===== config.mk =====
export PLATFORM = sky130hd
export DESIGN_NAME = state_sequencer
export DESIGN_NICKNAME = d
export VERILOG_FILES = /design/src/rtl/state_sequencer_pkg.sv /design/src/rtl/state_sequencer_instr_decode.sv /design/src/rtl/state_sequencer.sv
export SDC_FILE = /design/constraint.sdc
export NUM_CORES = 1
export LEC_CHECK = 0
export BUFFER_PORTS_ARGS = -buffer_cell sky130_fd_sc_hd__buf_2
export CORE_MARGIN = 10
export CORE_UTILIZATION = 49
export CTS_CLUSTER_DIAMETER = 150
export DETAILED_ROUTE_END_ITERATION = 10
export GPL_TIMING_DRIVEN = 0
export PLACE_DENSITY = 0.8
export SYNTH_ARGS = -nofsm -noshare
export SYNTH_HDL_FRONTEND = slang
export SYNTH_SLANG_ARGS = --single-unit

===== constraint.sdc =====
create_clock -name clk -period 1.7 [get_ports clk]
set_input_delay 0 -clock clk [delete_from_list [all_inputs] [get_ports clk]]
set_output_delay 0 -clock clk [all_outputs]
set_load 0.02 [all_outputs]

===== src/rtl/state_sequencer_pkg.sv =====
// Shared encodings for the multicycle sequencer and the control-signal generator.
// State IDs are the numeric StateID values both ends decode.
package state_sequencer_pkg;

   localparam int STATE_W_DEF = 6;
   localparam int NREGS_DEF   = 8;

   typedef enum logic [STATE_W_DEF-1:0] {
      S_FETCH    = 6'd0,
      S_ADD_EX   = 6'd1,
      S_ADD_WB   = 6'd2,
      S_ADI_EX   = 6'd3,
      S_ADI_WB   = 6'd4,
      S_SKIP     = 6'd7,
      S_NDU_EX   = 6'd8,
      S_NDU_WB   = 6'd9,
      S_LHI_EX   = 6'd11,
      S_LHI_WB   = 6'd12,
      S_MEM_ADDR = 6'd15,
      S_SW_WRITE = 6'd16,
      S_LW_READ  = 6'd18,
      S_LW_WB    = 6'd19,
      S_JAL_EX   = 6'd20,
      S_JAL_WB   = 6'd21,
      S_BEQ_CMP  = 6'd22,
      S_BEQ_ADD  = 6'd24,
      S_BEQ_PC   = 6'd25,
      S_JLR_EX   = 6'd26,
      S_JLR_WB   = 6'd27,
      S_LM_SCAN  = 6'd30,
      S_LM_READ  = 6'd31,
      S_LM_WB    = 6'd32,
      S_LM_NEXT  = 6'd33,
      S_SM_SCAN  = 6'd34,
      S_SM_WRITE = 6'd35,
      S_SM_ADV   = 6'd36,
      S_SM_NEXT  = 6'd37,
      S_DECODE   = 6'd38
   } state_e;

   localparam logic [3:0] OP_ADD = 4'b0000;
   localparam logic [3:0] OP_ADI = 4'b0001;
   localparam logic [3:0] OP_NDU = 4'b0010;
   localparam logic [3:0] OP_LHI = 4'b0011;
   localparam logic [3:0] OP_LW  = 4'b0100;
   localparam logic [3:0] OP_SW  = 4'b0101;
   localparam logic [3:0] OP_LM  = 4'b0110;
   localparam logic [3:0] OP_SM  = 4'b0111;
   localparam logic [3:0] OP_JAL = 4'b1000;
   localparam logic [3:0] OP_JLR = 4'b1001;
   localparam logic [3:0] OP_BEQ = 4'b1100;

   localparam logic [1:0] COND_ALWAYS = 2'b00;
   localparam logic [1:0] COND_Z      = 2'b01;
   localparam logic [1:0] COND_C      = 2'b10;

endpackage


===== src/rtl/state_sequencer_instr_decode.sv =====
// Combinational opcode/condition decode: picks the first post-DECODE state.
// Conditional ALU ops whose flag is clear go to SKIP so nothing is written back.
module state_sequencer_instr_decode
   import state_sequencer_pkg::*;
(
   input  logic [3:0] opcode,
   input  logic [1:0] cond,
   input  logic       carry,
   input  logic       zero,
   output state_e     target,
   output logic       illegal
);

   logic cond_valid;
   logic cond_pass;

   always_comb begin
      cond_valid = 1'b1;
      cond_pass  = 1'b0;
      case (cond)
         COND_ALWAYS: cond_pass = 1'b1;
         COND_C:      cond_pass = carry;
         COND_Z:      cond_pass = zero;
         default:     cond_valid = 1'b0;
      endcase
   end

   always_comb begin
      target  = S_FETCH;
      illegal = 1'b0;
      case (opcode)
         OP_ADD, OP_NDU: begin
            if (!cond_valid) begin
               illegal = 1'b1;
            end else if (!cond_pass) begin
               target = S_SKIP;
            end else begin
               target = (opcode == OP_ADD) ? S_ADD_EX : S_NDU_EX;
            end
         end
         OP_ADI:        target = S_ADI_EX;
         OP_LHI:        target = S_LHI_EX;
         OP_LW, OP_SW:  target = S_MEM_ADDR;
         OP_LM:         target = S_LM_SCAN;
         OP_SM:         target = S_SM_SCAN;
         OP_BEQ:        target = S_BEQ_CMP;
         OP_JAL:        target = S_JAL_EX;
         OP_JLR:        target = S_JLR_EX;
         default:       illegal = 1'b1;
      endcase
   end

endmodule


===== src/rtl/state_sequencer.sv =====
// Next-state engine for the multicycle datapath; owns the LM/SM register-index counter.
// mem_ready is a one-sided completion strobe: a wait state holds until it is seen high on a posedge.
module state_sequencer
   import state_sequencer_pkg::*;
#(
   parameter int STATE_W = STATE_W_DEF,
   parameter int NREGS   = NREGS_DEF
) (
   input  logic                     clk,
   input  logic                     rst,
   input  logic [15:0]              IR,
   input  logic                     carry,
   input  logic                     zero,
   input  logic                     compare,
   input  logic                     mem_ready,
   output logic [STATE_W-1:0]       StateID,
   output logic [$clog2(NREGS)-1:0] reg_idx,
   output logic                     instr_done,
   output logic                     illegal_op
);

   localparam int IDX_W = $clog2(NREGS);
   localparam logic [IDX_W-1:0] IDX_LAST = IDX_W'(NREGS - 1);

   state_e state;
   state_e state_next;
   state_e dec_target;
   logic   dec_illegal;
   logic   illegal_set;
   logic   idx_clear;
   logic   idx_inc;
   logic   idx_last;
   logic   mask_bit;
   logic   unused_ir;

   assign unused_ir = ^IR[11:8];
   assign idx_last  = (reg_idx == IDX_LAST);
   assign mask_bit  = IR[reg_idx];
   assign StateID   = STATE_W'(state);

   state_sequencer_instr_decode u_decode (
      .opcode  (IR[15:12]),
      .cond    (IR[1:0]),
      .carry   (carry),
      .zero    (zero),
      .target  (dec_target),
      .illegal (dec_illegal)
   );

   always_comb begin
      state_next  = state;
      illegal_set = 1'b0;
      idx_clear   = 1'b0;
      idx_inc     = 1'b0;
      case (state)
         S_FETCH:    if (mem_ready) state_next = S_DECODE;
         S_DECODE: begin
            idx_clear   = 1'b1;
            state_next  = dec_target;
            illegal_set = dec_illegal;
         end
         S_ADD_EX:   state_next = S_ADD_WB;
         S_ADI_EX:   state_next = S_ADI_WB;
         S_NDU_EX:   state_next = S_NDU_WB;
         S_LHI_EX:   state_next = S_LHI_WB;
         S_JAL_EX:   state_next = S_JAL_WB;
         S_JLR_EX:   state_next = S_JLR_WB;
         S_ADD_WB, S_ADI_WB, S_NDU_WB, S_LHI_WB,
         S_JAL_WB, S_JLR_WB, S_SKIP, S_LW_WB, S_BEQ_PC:
                     state_next = S_FETCH;
         S_MEM_ADDR: state_next = (IR[15:12] == OP_SW) ? S_SW_WRITE : S_LW_READ;
         S_LW_READ:  if (mem_ready) state_next = S_LW_WB;
         S_SW_WRITE: if (mem_ready) state_next = S_FETCH;
         S_BEQ_CMP:  state_next = compare ? S_BEQ_ADD : S_FETCH;
         S_BEQ_ADD:  state_next = S_BEQ_PC;
         S_LM_SCAN:  state_next = mask_bit ? S_LM_READ : S_LM_NEXT;
         S_LM_READ:  if (mem_ready) state_next = S_LM_WB;
         S_LM_WB:    state_next = S_LM_NEXT;
         S_SM_SCAN:  state_next = mask_bit ? S_SM_WRITE : S_SM_NEXT;
         S_SM_WRITE: if (mem_ready) state_next = S_SM_ADV;
         S_SM_ADV:   state_next = S_SM_NEXT;
         S_LM_NEXT, S_SM_NEXT: begin
            if (idx_last) begin
               state_next = S_FETCH;
            end else begin
               idx_inc    = 1'b1;
               state_next = (state == S_LM_NEXT) ? S_LM_SCAN : S_SM_SCAN;
            end
         end
         // Unused encodings recover to FETCH and flag the event.
         default: begin
            state_next  = S_FETCH;
            illegal_set = 1'b1;
         end
      endcase
   end

   always_ff @(posedge clk or posedge rst) begin
      if (rst) begin
         state      <= S_FETCH;
         reg_idx    <= '0;
         instr_done <= 1'b0;
         illegal_op <= 1'b0;
      end else begin
         state      <= state_next;
         instr_done <= (state != S_FETCH) && (state_next == S_FETCH);
         illegal_op <= illegal_op | illegal_set;
         if (idx_clear) begin
            reg_idx <= '0;
         end else if (idx_inc) begin
            reg_idx <= reg_idx + 1'b1;
         end
      end
   end

endmodule


==> Word level (Yosys, flattened, before mapping) <==
Index checks and enable logic that the tools add are counted.
{ "totals": {"regBits": 11, "out_inout_bits": 11, "wordCells": 90} }
{ "classes": {"addsub": 1, "order_cmp": 1, "eq_ne": 42, "muxes": 28, "bitwise_logic": 1, "reduce_logical": 13} }
{ "ops": {"columns": ["op", "n"], "rows": [
  ["one-hot mux 6 bit (20 select lines)", 1],
  ["equality test 6 x 5 -> 1 bit, second input constant", 12],
  ["2-to-1 mux 6 bit", 10],
  ["one-hot mux 6 bit (9 select lines)", 1],
  ["equality test 6 bit, second input constant", 7],
  ["equality test 6 x 4 -> 1 bit, second input constant", 5],
  ["OR reduction 29 bit", 1],
  ["equality test 4 x 3 -> 1 bit, second input constant", 4],
  ["equality test 4 bit, second input constant", 3],
  ["equality test 6 x 2 -> 1 bit, second input constant", 2],
  ["equality test 6 x 3 -> 1 bit, second input constant", 2],
  ["logical NOT 6 bit", 2],
  ["2-to-1 mux 3 bit", 3],
  ["OR reduction 9 bit", 1],
  ["equality test 4 x 2 -> 1 bit, second input constant", 2],
  ["equality test 6 x 1 -> 1 bit, second input constant", 1],
  ["2-to-1 mux 1 bit", 6],
  ["nonzero test 6 bit", 1],
  ["OR reduction 2 bit", 3],
  ["< comparator 3 x 5 -> 1 bit, second input constant", 1],
  ["2-to-1 mux 5 bit", 1],
  ["equality test 4 x 1 -> 1 bit, second input constant", 1],
  ["logical NOT 4 bit", 1],
  ["2-to-1 mux 4 bit", 1],
  ["other kinds (13)", 14]
]} }

==> Logic depth before layout (Yosys ltp) <==
{ "depth": {"word_depth": 8, "mapped_depth": 8} }

==> Hierarchy <==
From an unflattened synthesis, not the netlist that was laid out.
{ "hier_totals": {"cells_unflattened": 172, "area_unflattened_um2": 1351.3} }
{ "by_module_without_submodules": {"columns": ["mod", "instances", "cells_per_inst", "area_per_inst_um2"], "rows": [
  ["state_sequencer", 1, 139, 1143.6],
  ["state_sequencer_instr_decode", 1, 33, 207.7]
]} }

==> Worst setup path after synthesis <==
No wires, ideal clock.
{ "synth_path": {"path_kind": "register to register", "start": "register reg_idx[1]", "end": "register instr_done", "setup_ps": 96, "t_arrival_ps": 1874, "required_time_ps": 1604, "path_slack_ps": -270, "stages_incl_launch_ff": 8, "path_buffers": 0, "period_less_slack_ps": 1970, "path_cell_list": "dfrtp_1 > ha_1 > ha_1 > nor3b_1 > a41oi_1 > o32ai_1 > or4_4 > nor4_2"} }
{ "synth_between": {"elab_chain_cells": 6, "elab_cells_between_ends": 9, "cone_classes": "eq/ne (1); mux (6); reduce/logical (2)"} }
{ "synth_rtl": {"columns": ["element", "line_no", "source"], "rows": [
  ["from (decl)", "state_sequencer.sv:17", "output logic [$clog2(NREGS)-1:0] reg_idx,"],
  ["from (signal assigned)", "state_sequencer.sv:111", "reg_idx <= reg_idx + 1'b1;"],
  ["binary-select mux 1 bit (select 3 bit)", "state_sequencer.sv:38", "assign mask_bit = IR[reg_idx];"],
  ["2-to-1 mux 1 bit (not written as such)", "state_sequencer.sv:38", null],
  ["2-to-1 mux 3 bit or 2-to-1 mux 6 bit (tied branches)", "state_sequencer.sv:79, state_sequencer.sv:76", null],
  ["one-hot mux 6 bit (20 select lines) (*)", "state_sequencer.sv:55", "case (state)"],
  ["logical NOT 6 bit (*)", "state_sequencer.sv:106", "instr_done <= (state != S_FETCH) && (state_next == S_FETCH);"],
  ["logical AND 1 bit (*)", "state_sequencer.sv:106", null],
  ["to (signal assigned)", "state_sequencer.sv:106", null],
  ["to (decl)", "state_sequencer.sv:18", "output logic instr_done,"]
]} }
Every way passes the cells marked *; elsewhere a longest branch is shown, timed or not. The select of a mux whose other input is x is not followed.
A chain may end at the register's enable or synchronous reset.

==> Worst setup path in the final report <==
{ "layout_path": {"start": "register state[0], in the netlist StateID[0]", "end": "register instr_done"} }
{ "layout_between": {"elab_chain_cells": 6, "elab_cells_between_ends": 33, "cone_classes": "eq/ne (20); mux (8); reduce/logical (5)"} }
{ "layout_rtl": {"columns": ["element", "line_no", "source"], "rows": [
  ["from (decl)", "state_sequencer.sv:25", "state_e state;"],
  ["from (signal assigned)", "state_sequencer.sv:105", "state <= state_next;"],
  ["equality test 6 bit", "state_sequencer.sv:55, state_sequencer.sv:87", null],
  ["2-to-1 mux 6 bit", "state_sequencer.sv:87", "state_next = (state == S_LM_NEXT) ? S_LM_SCAN : S_SM_SCAN;"],
  ["2-to-1 mux 6 bit", "state_sequencer.sv:83", "if (idx_last) begin"],
  ["one-hot mux 6 bit (20 select lines)", "state_sequencer.sv:55", null],
  ["logical NOT 6 bit", "state_sequencer.sv:106", null],
  ["logical AND 1 bit (*)", "state_sequencer.sv:106", null]
]} }
Every way passes the cells marked *; elsewhere a longest branch is shown, timed or not.

==> results.toml <==
[pwr]
p_leak_nw = 0.889
peakVddDrop_v = 0.00173
p_per_area_nw_per_um2 = 1680

[timing]
setup_violations = 10
slew_headroom_pct = 65.1
worstMarginPinSlew_ns = 0.517
hold_violations = 0
tns_ns = -1.88
finalMaxSlewViolations = 0
fmax_ghz = 0.478
postLayoutSetupSlackWorst_ns = -0.390
clock_skew_ns = 0.000645
rsz0062_at_grt = "true"
fin_crit_ns = 2.09
min_period_over_period_pct = 123

[worst_setup_path]
worst_setup_path_start_kind = "flop"
path_cells = "buf_6 > buf_4 > nor4b_1 > o21ai_0 > a21oi_2 > a2111oi_4 > nand4_1 > nor4_4"
arrival_ns = 2.25
crit_type = "reg2reg"
cp.required_ns = 1.86
cp-end-kind = "flop"
critPathBufInv = 2
crit_family = "simple AND/OR/NAND/NOR gates"
crit_path_max_fanout = 10
crit_path_max_incr_delay_ns = 0.46
slowest_stage = "nor4b_1"

[place]
portBuffers = 25
dpl.hpwl_um = 3190
gp_congestion = 0.999
place_area_um2 = 1610

[global_routing]
grt_pass1_wl_um = 7140
overflow = 0
antenna_found_initial = 0
grt_max_degree = 12
grt.total_usage_pct = 16.1
grt_pass1_vias = 1527

[finish]
drive_gt1_share_pct = 51.3
nNetsFinal = 255
seq_area_um2 = 283
multi_input_area_um2 = 1240
n_antenna_cell = 0
syn_to_final_growth_pct = 45.9
fin_area_um2 = 2050
nFillCells = 207

[routing]
num_vias = 1678
vias_per_cell = 6.43
wl_per_cell_um = 20.2
drcViolationCount = 0
drtAntennaViolNets = 0
drt-pass1-iter-count = 4
drt_iter0_drc = 287
drt_wl_total_um = 5270

[yosys]
async_flop_share_pct = 100
synth-edff-count = 0
syn-cell-area_um2 = 1400
yosys_most_used_dff = "dfrtp_1"
ys_seq_area_share_pct = 19.6
netlist_top_cells_area = "dfrtp_1, nor2b_1, mux2i_1"
synth_nets = 204
ys_warn_count = 0
avgSynthCellArea_um2 = 7.80
netlist.area_leader.share_pct = 19.6
synthCells = 180
yosys_register_bits = 11
synth.distinct_cells = 59
yosysTopAreaCell = "dfrtp_1"

[floorplanning]
io_pins = 33
row_count = 19
die_y_um = 73.5
fp.coreArea_um2 = 2760
dieArea_um2 = 5410
start_util_pct = 50.9
die_w_um = 73.5

[run_status]
failed_checks = "setup timing"
status = "finished with violations"

[job]
cap_violations = 0

[clock_network]
clk_pin_slew_ns = 0.08
clk_path_buf_depth = 2
cts_buffers = 3
cts_tree = "done"
cts_root_buf = "clkbuf_4"
insertion_delay_ns = 0.27
clock-sinks = 11
htreeDepth = 1

[worst_hold_path]
hp-class = "in2reg"
-- worst reg2reg max path, stage by stage (launching register included) --
cell       delay, ns
dfrtp_2         0.41
buf_6           0.14
buf_4           0.17
nor4b_1         0.46
o21ai_0         0.26
a21oi_2         0.25
a2111oi_4       0.06
nand4_1         0.17
nor4_4          0.06
-- power breakdown --
part           switching, mW  internal [mW]  total [mW]
Combinational           1.47           1.27        2.74
Clock                 0.0967         0.0909       0.188
Sequential             0.134          0.373       0.507
-- flip-flops by register name, indices dropped and copies added (netlist names) --
register / flops
StateID: 6
illegal_op: 1
reg_idx: 3
instr_done: 1
-- layout by cell type, fill, tap and decap left out, drive strengths merged, types with 3 or more instances in the layout --
master / Yosys / final
buf: 13 / 58
nand2: 16 / 16
nor2: 14 / 14
nor2b: 13 / 13
o21ai: 12 / 12
dfrtp: 11 / 11
a21oi: 8 / 8
inv: 7 / 7
nand2b: 6 / 6
mux2i: 6 / 6
clkbuf: 2 / 6
nand4: 5 / 5
nand3: 5 / 5
or4: 4 / 4
o211ai: 3 / 3
nor4: 3 / 3
and2: 3 / 3
nor3: 3 / 3
a22oi: 3 / 3
nor4b: 3 / 3
-- through the flow --
stage / total power, mW / hold WS (ns) / setup slack (ns) / std cells / util [%]
floorplan: 1.90 / -0.148 / -0.122 / 180 / -
global placement: 2.33 / -0.00144 / -0.340 / 236 / 58.4
detailed placement: 2.35 / 0.00961 / -0.319 / 236 / 58.4
CTS: 2.71 / 0.228 / -0.247 / 247 / 63.1
global route: 3.63 / 0.251 / -0.423 / 261 / 74.3
finish: 3.43 / 0.221 / -0.390 / 261 / 74.3
-- final timing paths --
check / start / to / slack, ns / depth (start not counted)
setup / recovery: StateID[0] / instr_done / -0.39 / 8
hold / removal: mem_ready / StateID[1] / 0.22 / 4
setup reg to reg: StateID[0] / instr_done / -0.39 / 8
hold reg to reg: illegal_op / illegal_op / 0.53 / 2
max in group asynchronous: rst / StateID[1] / 1.13 / 3
min in group asynchronous: rst / StateID[5] / 0.26 / 3
-- cells by family after synthesis --
logic type,after synthesis,share of synthesized area [%]
buffers and inverters,22,9.36
muxes,7,5.35
adders and majority gates,2,1.78
DFF,11,19.6
xor gates and xnor gates,1,0.624
and+or+nand+nor,91,38.9
AOI/OAI and AO/OA,46,24.4
-- synthesized netlist by cell type, drive strengths merged (3+ instances only) --
master,number
and2,3
nor2b,13
nor2,14
nor4b,3
a22oi,3
nand3,5
nor4,3
dfrtp,11
mux2i,6
o211ai,3
nand4,5
a21oi,8
o21ai,12
buf,13
nand2,16
nand2b,6
nor3,3
or4,4
inv,7
-- what timing repair did --
action | CTS | global route
gates resized for setup | 12 | 52
hold buffers | 1 | 0
pin swaps | 8 | 17
buffers inserted | 6 | 14
hold endpoints to repair | 11 | 0
endpoints found under the setup margin | 9 | 10
-- metal layers --
| metal | GRT usage, % | vias up | wire length [um] |
|---|---|---|---|
| met5 | 0 | - | 0 |
| met4 | 7.25 | 0 | 293 |
| met2 | 25.8 | 109 | 2570 |
| met1 | 19.8 | 771 | 1990 |
| li1 | - | 768 | - |
| met3 | 3.90 | 30 | 415 |
-- final cells by class --
type                    instances  area share, %
well taps                      31           1.89
flip-flops and latches         11           13.8
inverters                       7           1.28
repair buffers                 46           14.7
clock buffers                   4           1.28
multi-input cells             147           60.5
plain buffers                  15           6.60
Note: power is estimated with default switching activity, not from simulation.
